**src/rtl/alu_issue_ctrl.sv**
```systemverilog
// alu_issue_ctrl
// Sequencing front end for a 32-bit combinational ALU. It accepts one MIPS
// R-type operation per valid/ready handshake and decodes funct into an ALU
// opcode and operands. It registers the operands and drives them to the ALU.
// It captures the ALU result one cycle later and presents it on a
// valid/ready output port.
//
// Ports:
//   clk, rst_n        rising-edge clock, asynchronous active-low reset
//   in_valid/ready    request handshake (funct, shamt, rs_val, rt_val)
//   alu_a/b/op        registered operands/opcode driven to the ALU
//   alu_c             ALU result, combinational from alu_a/alu_b/alu_op
//   out_valid/ready   result handshake (out_result, out_illegal)
//   busy              high whenever the controller is not idle
//
// Optional feature macro: ALU_ISSUE_BYPASS_EN
//   When this macro is defined, a new request can be accepted in HOLD in the
//   same cycle that the result is consumed. This gives one operation every
//   two cycles. When it is undefined, HOLD always returns to IDLE first.

module alu_issue_ctrl (
  input  logic        clk,
  input  logic        rst_n,
  input  logic        in_valid,
  output logic        in_ready,
  input  logic [5:0]  funct,
  input  logic [4:0]  shamt,
  input  logic [31:0] rs_val,
  input  logic [31:0] rt_val,
  output logic [31:0] alu_a,
  output logic [31:0] alu_b,
  output logic [2:0]  alu_op,
  input  logic [31:0] alu_c,
  output logic        out_valid,
  input  logic        out_ready,
  output logic [31:0] out_result,
  output logic        out_illegal,
  output logic        busy
);

  typedef enum logic [1:0] {
    IDLE = 2'd0,
    EXEC = 2'd1,
    HOLD = 2'd2
  } state_t;

  localparam logic [2:0] OP_ADD = 3'd0;
  localparam logic [2:0] OP_SUB = 3'd1;
  localparam logic [2:0] OP_AND = 3'd2;
  localparam logic [2:0] OP_OR  = 3'd3;
  localparam logic [2:0] OP_SRL = 3'd4;
  localparam logic [2:0] OP_SRA = 3'd5;

  state_t      state, state_nxt;
  logic        alive;
  logic        illegal_q;
  logic        dec_illegal;
  logic [2:0]  dec_op;
  logic [31:0] dec_a, dec_b;
  logic        accept;
  logic        out_fire;

  // Decode funct. Shift amounts are zero-extended from 5 bits, so the ALU
  // never sees a B operand above 31. An unsupported funct produces
  // all-zero operands and sets the illegal flag.
  always_comb begin
    dec_illegal = 1'b0;
    dec_op      = OP_ADD;
    dec_a       = rs_val;
    dec_b       = rt_val;
    case (funct)
      6'h21: dec_op = OP_ADD;
      6'h23: dec_op = OP_SUB;
      6'h24: dec_op = OP_AND;
      6'h25: dec_op = OP_OR;
      6'h02: begin
        dec_op = OP_SRL;
        dec_a  = rt_val;
        dec_b  = {27'b0, shamt};
      end
      6'h03: begin
        dec_op = OP_SRA;
        dec_a  = rt_val;
        dec_b  = {27'b0, shamt};
      end
      6'h06: begin
        dec_op = OP_SRL;
        dec_a  = rt_val;
        dec_b  = {27'b0, rs_val[4:0]};
      end
      6'h07: begin
        dec_op = OP_SRA;
        dec_a  = rt_val;
        dec_b  = {27'b0, rs_val[4:0]};
      end
      default: begin
        dec_illegal = 1'b1;
        dec_a       = 32'd0;
        dec_b       = 32'd0;
      end
    endcase
  end

  // The alive flag keeps in_ready low while reset is asserted. It also keeps
  // in_ready low until the first clock edge after reset is released.
  always_comb begin
    in_ready = 1'b0;
    case (state)
      IDLE: in_ready = alive;
`ifdef ALU_ISSUE_BYPASS_EN
      HOLD: in_ready = alive && out_ready;
`endif
      default: in_ready = 1'b0;
    endcase
  end

  assign accept   = in_valid && in_ready;
  assign out_fire = out_valid && out_ready;
  assign busy     = (state != IDLE);

  // Next-state logic. An accept in HOLD is only possible with the bypass
  // feature enabled. In that case the controller goes straight back to EXEC.
  always_comb begin
    state_nxt = state;
    case (state)
      IDLE: if (accept) state_nxt = EXEC;
      EXEC: state_nxt = HOLD;
      HOLD: if (out_fire) state_nxt = accept ? EXEC : IDLE;
      default: state_nxt = IDLE;
    endcase
  end

  always_ff @(posedge clk or negedge rst_n) begin
    if (!rst_n) begin
      state       <= IDLE;
      alive       <= 1'b0;
      alu_a       <= 32'd0;
      alu_b       <= 32'd0;
      alu_op      <= 3'd0;
      illegal_q   <= 1'b0;
      out_valid   <= 1'b0;
      out_result  <= 32'd0;
      out_illegal <= 1'b0;
    end else begin
      alive <= 1'b1;
      state <= state_nxt;
      if (accept) begin
        alu_a     <= dec_a;
        alu_b     <= dec_b;
        alu_op    <= dec_op;
        illegal_q <= dec_illegal;
      end
      // The ALU has settled on the registered operands by the end of EXEC.
      if (state == EXEC) begin
        out_result  <= illegal_q ? 32'd0 : alu_c;
        out_illegal <= illegal_q;
        out_valid   <= 1'b1;
      end else if (out_fire) begin
        out_valid <= 1'b0;
      end
    end
  end

endmodule

```
**config.mk**
```make
export PLATFORM = sky130hd
export DESIGN_NAME = alu_issue_ctrl
export DESIGN_NICKNAME = d
export VERILOG_FILES = /design/src/rtl/alu_issue_ctrl.sv
export SDC_FILE = /design/constraint.sdc
export NUM_CORES = 1
export LEC_CHECK = 0
export CAP_MARGIN = 10
export CELL_PAD_IN_SITES_DETAIL_PLACEMENT = 1
export CELL_PAD_IN_SITES_GLOBAL_PLACEMENT = 2
export CORE_ASPECT_RATIO = 1.75
export CORE_MARGIN = 2
export CORE_UTILIZATION = 24
export CTS_CLUSTER_DIAMETER = 30
export DETAILED_ROUTE_END_ITERATION = 6
export PLACE_DENSITY_LB_ADDON = 0.05
export SLEW_MARGIN = 15
export SYNTH_ARGS = -nofsm -noshare
export SYNTH_HDL_FRONTEND = slang
export SYNTH_SLANG_ARGS = --single-unit
```
**constraint.sdc**
```tcl
create_clock -name clk -period 1.6 [get_ports clk]
set_input_delay 0.16 -clock clk [delete_from_list [all_inputs] [get_ports clk]]
set_output_delay 0.16 -clock clk [all_outputs]
set_load 0.02 [all_outputs]
```
# ---- After elaboration in Yosys (flattened, before gate mapping)
# Cells that the tools add are included.
dict set report classes {
  n_eq_ne 12
  mux 12
  reduce_logical 13
}
# operator n
set op_table {}
lappend op_table {{$pmux W32 S3} 1}
lappend op_table {{$pmux W32 S2} 1}
lappend op_table {{$mux W32} 1}
lappend op_table {{$eq A6 B6 Y1 const B} 4}
lappend op_table {{$pmux W3 S5} 1}
lappend op_table {{$eq A6 B2 Y1 const B} 2}
lappend op_table {{$eq A6 B3 Y1 const B} 2}
lappend op_table {{$reduce_or A2 Y1} 4}
lappend op_table {{$reduce_or A4 Y1} 2}
lappend op_table {{$reduce_or A8 Y1} 1}
lappend op_table {{$pmux W2 S3} 1}
lappend op_table {{$mux W1} 5}
lappend op_table {{$mux W2} 2}
lappend op_table {{$ne A2 B2 Y1 const B} 2}
lappend op_table {{$reduce_bool A2 Y1} 2}
lappend op_table {{$eq A2 B1 Y1 const B} 1}
lappend op_table {{$eq A2 B2 Y1 const B} 1}
lappend op_table {{$logic_and A1 B1 Y1} 2}
lappend op_table {{$logic_not A2 Y1} 1}
lappend op_table {{$reduce_and A2 Y1} 1}
dict set report word_totals {
  output_inout_bits 103
  wordCells 46
  regBits 105
  inputBits 111
}

# ---- Longest topological paths before layout
# Gate-level depths: netlist (run 1).
dict set report depth {
  word_depth 6
  ltp_mapped 7
  mapped_depth_nobuf 4
}

# ---- Least setup slack after synthesis (run 1)
# OpenSTA, ideal clock, no wires.
dict set report synth_path {
  path_kind {reg-to-reg}
  start {register state[1]}
  end {register alu_b[20]}
  n_path_buf 3
  t_required_ps 1479
  path_slack_ps 271
  setup_time_ps 121
  path_stages_with_launch 8
  synth_period_minus_slack_ps 1329
  arrival_time_ps 1208
  path_cell_list {dfrtp_1 nand4bb_1 buf_2 inv_2 o211a_1 buf_6 buf_6 a22o_1}
}
dict set report synth_between {
  elab_chain_cells 3
}
# item line
set synth_rtl {}
lappend synth_rtl {{start, declared} 54} ;# state_t state, state_nxt;
lappend synth_rtl {{start signal, assigned} 146} ;# state <= state_nxt;
lappend synth_rtl {{$logic_not A2 Y1} 108} ;# case (state)
lappend synth_rtl {{$mux W1} 108}
lappend synth_rtl {{$logic_and A1 B1 Y1} 117} ;# assign accept = in_valid && in_ready;
lappend synth_rtl {{end signal, assigned} 138} ;# alu_b <= 32'd0;
lappend synth_rtl {{end signal, assigned} 149} ;# alu_b <= dec_b;
lappend synth_rtl {{end, declared} 31} ;# output logic [31:0] alu_b,
# Every way passes these cells.
# A chain may end at the register's enable or synchronous reset.

# ---- Worst setup path in the final report (run 1)
dict set report layout_path {
  start {register alu_b[0]}
  end {output port alu_b[0]}
}
# No word-level cell between the ends.

==> impl_results.md, run 1 <==
* Count leader, synth: dfrtp_1
* Vias post-DR at about 4300
* Crit path time final at around 1.5 ns
* GRT Overall Usage at 0.167
* Cells after Synth at 456
* Initial antenna violation count at 0
* Die Ht at roughly 190 um
* Post-Syn Area at between 0.004 and 0.005 sq mm
* Yosys reg bits at 105
* Yosys cell types at 29
* Synth top area share at 0.568
* Warnings, synthesis at 0
* Internal at approximately 7400 uW
* Layout overhead on the synthesized area at 61.5%
* Buffers on Ports at 213
* Row Count at between 60 and 70
* Max_cap viols at 0
* RePlAce Congestion at between 0.7 and 0.8
* Peak supply drop at slightly below 0.0005 V
* # diodes at 0
* Io pins at 214
* Fin area at roughly 0.0075 sq mm
* Vias in the first global route at approximately 4700
* Skew-Pair Late Insertion Delay at around 0.35 ns
* Clock sink total at approximately 110
* Crit path max fanout at 2
* Congestion Overflow GR at 0
* Via density at 4.68
* Seq pwr share at 0.349
* Leakage at ~0.0031 uW
* Wire length per cell at 18.4 um
* DIE AREA at about 0.02 sq mm
* R2r endpoint: alu_b[29]$_DFFE_PN0P_
* Ys async rst share at 1.00
* Largest area contributor in the netlist: dfrtp_1
* Clock slew at reported path FFs at ~0.070 ns
* Core footprint at about 0.019 sq mm
* Unrepaired setup endpoints after global routing: no
* DRC violations left at 0
* Max Clock Freq at about 0.65 GHz
* Initial core utilization at 0.243
* DR pass1 iterations at 4
* Pins over their slew limit at 0
* Root Buffer: clkbuf_16
* 1st-iter DRT viols at between 100 and 150
* Final Skew at just under 0.006 ns
* Final setup fails at 0
* Setup Buffers After CTS at 0
* Hold Vio Cnt, Final at 0
* Cells along the critical path: clkdlybuf4s50_1
* WP data required at 1.44 ns
* Power Dens Cells at 1530 mW/mm^2
* Post-route ant nets at 0
* Register area share after synthesis at 0.568
* Switching power at ~4000 uW
* Cells on worst reg2reg path at 6
* TritonCTS buffer count at 9
* TritonCTS clock tree: done
* Post-DP HPWL at approximately 12000 um
* Largest delay share family, worst path: buffers and inverters
* Syn Nets at approximately 570
* Largest net degree at the start of global routing at 67
* Die width at 109 um
* Final WL at roughly 17000 um
* Main synth FF type: dfrtp_1
* Worst Hold Margin at ~0.31 ns
* Worst Path Buf+Inv at 1
* Worst slew pin tran at 0.515 ns
* H-Tree Level Count at 3
* Worst r2r src: state[1]$_DFFE_PN0P_
* CP arrival at 1.37 ns
* CP Launch Type: register
* Critical Path Sink Type: output port
* Synth area leaders: dfrtp_1, a21oi_1, o211ai_1, a22o_1, nand2b_1
* Sw Share at 0.356
* Final worst-path cycle share at 0.958
* Layout cells sized above 1 at 0.0866
* Combinational fraction of design power at 0.433
* Fillers at approximately 2100
* Final #Nets at roughly 780
* R2R setup slack at ~0.10 ns
* CP max-delay cell: clkdlybuf4s50_1
* Max Root-Sink Buffers at 2
* Synth top cells by count: dfrtp_1, a21oi_1, nand2_1
* WS Path Type: reg -> out
* Clock power share at 0.217
* Avg Cell Area, Syn at around 10 sq um
* Status: finished, final reports clean
* Placed inst area at between 0.007 and 0.008 sq mm
* First-pass GRT wire length at 26200 um
* Post-synth EDFFs at 0
* Worst hold-check path type: in -> async
* Util after Layout at 0.393
* CP peak stage delay at roughly 0.67 ns
* Rel. slew slack at 0.657
## kinds of logic after synthesis
logic type / count (synthesis) / share of synthesized area
AO/OA/AOI/OAI: 176 / 0.235
XOR/XNOR: 1 / 0.00189
buffers and inverters: 45 / 0.0511
flip-flops: 105 / 0.568
multiplexers: 6 / 0.0146
other: 1 / 0.000810
AND/OR/NAND/NOR: 122 / 0.129
## power by group through the flow
stage               sequential (uW)  combinational [uW]  clock (uW)
finish                         3990                4950        2480
floorplan                      5030                1320           0
global route                   4100                5360        2680
detailed placement             4060                5050           0
global placement               4020                4970           0
CTS                            4020                5050        2580
## timing repair
item                                   4_1_cts  5_1_grt
endpoints found under the hold margin       29        0
setup endpoints to repair                    2        1
hold buffers                                 1        0
gates resized for setup                      5        1
## layout by cell type, fill, tap and decap left out, drive strengths merged, types with 2 or more instances in the layout
cell type / instances
clkdlybuf4s50: 210
dfrtp: 105
a21oi: 74
nand2: 43
nor2: 39
o211ai: 37
o21ai: 34
nand2b: 33
buf: 28
a22o: 27
clkbuf: 11
mux2: 6
inv: 3
nor2b: 2
o31ai: 2
bufinv: 2
clkinv: 2
## through the flow
stage / setup TNS, ns / total power, uW / worst slack, ns / instances
3_3_place_gp: -0.404 / 8990 / -0.0443 / 894
2_1_floorplan: 0 / 6350 / 0.271 / 456
4_1_cts: 0 / 11600 / 0.0509 / 911
3_5_place_dp: -2.93 / 9110 / -0.0862 / 894
5_1_grt: 0 / 12100 / 0.00206 / 911
6_report: 0 / 11400 / 0.0677 / 911
## area by class of cell
cell class	count	area, sq um	area share
sequential	105	2630	0.352
clock buffer	11	253	0.0338
tap	241	302	0.0404
inverter	3	11.3	0.00151
timing repair buffer	240	2400	0.322
multi-input combinational	306	1800	0.240
clock inverter	5	77.6	0.0104
## sequential cells by signal, indices dropped and copies added, names as in the netlist
name,cells
alive,1
alu_a,32
alu_b,32
alu_op,3
illegal_q,1
out_illegal,1
out_result,32
out_valid,1
state,2
## routing by layer
metal,vias up,GRT usage,part of all wire
met5,-,0,0
met4,0,0.0695,0.027
met3,21,0.0361,0.058
met2,133,0.292,0.52
met1,2097,0.193,0.39
li1,2010,-,-
## how the worst max path moves through the flow
| stage | startpoint | endpoint | slack (ns) | depth (start not counted) |
|---|---|---|---|---|
| after floorplan | state[1]$_DFFE_PN0P_ | alu_b[20]$_DFFE_PN0P_ | 0.27 | 7 |
| after global placement | funct[3] | alu_a[10]$_DFFE_PN0P_ | -0.04 | 5 |
| after detailed placement | funct[3] | alu_a[13]$_DFFE_PN0P_ | -0.09 | 5 |
| after CTS | alu_b[0]$_DFFE_PN0P_ | alu_b[0] | 0.05 | 1 |
| after global routing | state[1]$_DFFE_PN0P_ | alu_b[25]$_DFFE_PN0P_ | 0.002 | 6 |
| final | alu_b[0]$_DFFE_PN0P_ | alu_b[0] | 0.07 | 1 |
Power figures use the tool's default switching activity.
==> inputs of run 2 (changes only) <==
Settings changed: CAP_MARGIN 10 to not set.
==> results of run 2 <==
The final DEF is identical to that of run 1; final timing and power are the same.
==> inputs of run 3 (changes only) <==
Settings changed: PLACE_DENSITY set to 0.86, PLACE_DENSITY_LB_ADDON 0.05 to not set.
==> impl_results.md, run 3 (synthesized netlist as in run 1, its figures left out) <==
* Buffers on Ports at 213
* Initial antenna violation count at 0
* DIE AREA at between 0.02 and 0.025 sq mm
* Worst Path Buf+Inv at 1
* Cells along the critical path: clkdlybuf4s50_1
* Post-DP HPWL at between 10000 and 15000 um
* Hold Vio Cnt, Final at 0
* Skew-Pair Late Insertion Delay at 0.36 ns
* Power Dens Cells at ~1500 mW/mm^2
* Row Count at 67
* Placed inst area at approximately 0.0072 sq mm
* RePlAce Congestion at approximately 0.79
* CP peak stage delay at roughly 0.66 ns
* Rel. slew slack at 0.434
* Setup Buffers After CTS at 0
* DP Worst Slack at -0.164 ns
* DRC violations left at 0
* Fillers at roughly 2100
* Pins over their slew limit at 0
* Layout cells sized above 1 at 0.0933
* Crit path max fanout at 2
* Max Clock Freq at between 0.6 and 0.7 GHz
* Leakage at ~0.0031 uW
* Crit path time final at ~1.6 ns
* Worst hold-check path type: in -> async
* Power Total at 11500 uW
* Root Buffer: clkbuf_16
* CP Launch Type: register
* TritonCTS buffer count at 9
* Post-route ant nets at 0
* Max Root-Sink Buffers at 2
* Final worst-path setup slack at between 0.04 and 0.05 ns
* Unrepaired setup endpoints after global routing: no
* First-pass GRT wire length at 26400 um
* Fin area at 0.00754 sq mm
* Commonest non-fill, non-tap cell in the layout: clkdlybuf4s50_1
* R2R setup slack at 0.11 ns
* DR pass1 iterations at 4
* Final #Nets at a little under 800
* Peak supply drop at around 0.00075 V
* WS Path Type: reg -> out
* CP max-delay cell: clkdlybuf4s50_1
* WP data required at between 1 and 1.5 ns
* Clock sink total at ~110
* Status: finished, final reports clean
* Io pins at between 200 and 250
* Most frequent cells in the layout: clkdlybuf4s50_1, dfrtp_1, a21oi_1, nand2_1, nor2_1
* Vias post-DR at 4352
* CP arrival at about 1.4 ns
* H-Tree Level Count at 3
* Final setup fails at 0
* Wire length per cell at around 19 um
* Largest net degree at the start of global routing at 45
* Final Skew at around 0.011 ns
* Largest delay share family, worst path: buffers and inverters
* Largest regs: alu_a (32), alu_b (32), out_result (32)
* GRT Overall Usage at 0.169
* Initial core utilization at 0.243
* Final WL at between 15000 and 20000 um
* Layout overhead on the synthesized area at 62.9%
* # diodes at 0
* Via density at 4.75
* Clock slew at reported path FFs at 0.08 ns
* Final worst-path cycle share at 0.972
* Critical Path Sink Type: output port
* Congestion Overflow GR at 0
* Die width at about 110 um
* Worst Hold Margin at ~0.27 ns
* Max_cap viols at 0
* Worst slew pin tran at between 0.8 and 0.9 ns
* 1st-iter DRT viols at about 180
* Die Ht at 188 um
* Vias in the first global route at around 4800
* Core footprint at 0.0190 sq mm
* TritonCTS clock tree: done
==> run 3: cell type report <==
| cell class | count | area [sq um] | area share |
|---|---|---|---|
| timing repair buffer | 245 | 2460 | 0.327 |
| tap | 241 | 302 | 0.0400 |
| clock inverter | 4 | 75.1 | 0.00996 |
| sequential | 105 | 2630 | 0.349 |
| multi-input combinational | 306 | 1800 | 0.239 |
| clock buffer | 12 | 256 | 0.0340 |
| inverter | 3 | 11.3 | 0.00149 |
==> run 3: final timing paths <==
kind | start | endpoint | depth (start not counted)
max | alu_op[0]$_DFFE_PN0P_ | alu_op[0] | 1
min | rst_n | alu_op[0]$_DFFE_PN0P_ | 2
max in group asynchronous | rst_n | out_result[13]$_DFFE_PN0P_ | 3
min in group clk | alu_c[25] | out_result[25]$_DFFE_PN0P_ | 3
min reg2reg | out_result[11]$_DFFE_PN0P_ | out_result[11]$_DFFE_PN0P_ | 2
max reg2reg | state[1]$_DFFE_PN0P_ | alu_b[2]$_DFFE_PN0P_ | 5
==> run 3: power by group <==
group / switching (uW) / internal [uW] / total [uW]
Sequential: 612 / 3510 / 4120
Combinational: 2490 / 2380 / 4870
Clock: 1000 / 1460 / 2460
==> run 3: per-stage QoR <==
step	util	instances	TNS, ns
floorplan	-	456	0
global placement	0.378	899	-4.59
detailed placement	0.378	899	-7.50
CTS	0.396	916	0
global route	0.396	916	0
finish	0.396	916	0
==> run 3: timing repair <==
action	4_1_cts	5_1_grt
hold buffers	1	0
hold endpoints to repair	24	0
setup endpoints to repair	2	13
gates resized for setup	4	5
cloned	0	0
==> run 3: per-layer routing <==
metal / share of wire / track usage
met1: 0.37 / 0.182
met5: 0 / 0
met3: 0.056 / 0.0341
met2: 0.55 / 0.317
met4: 0.020 / 0.0587
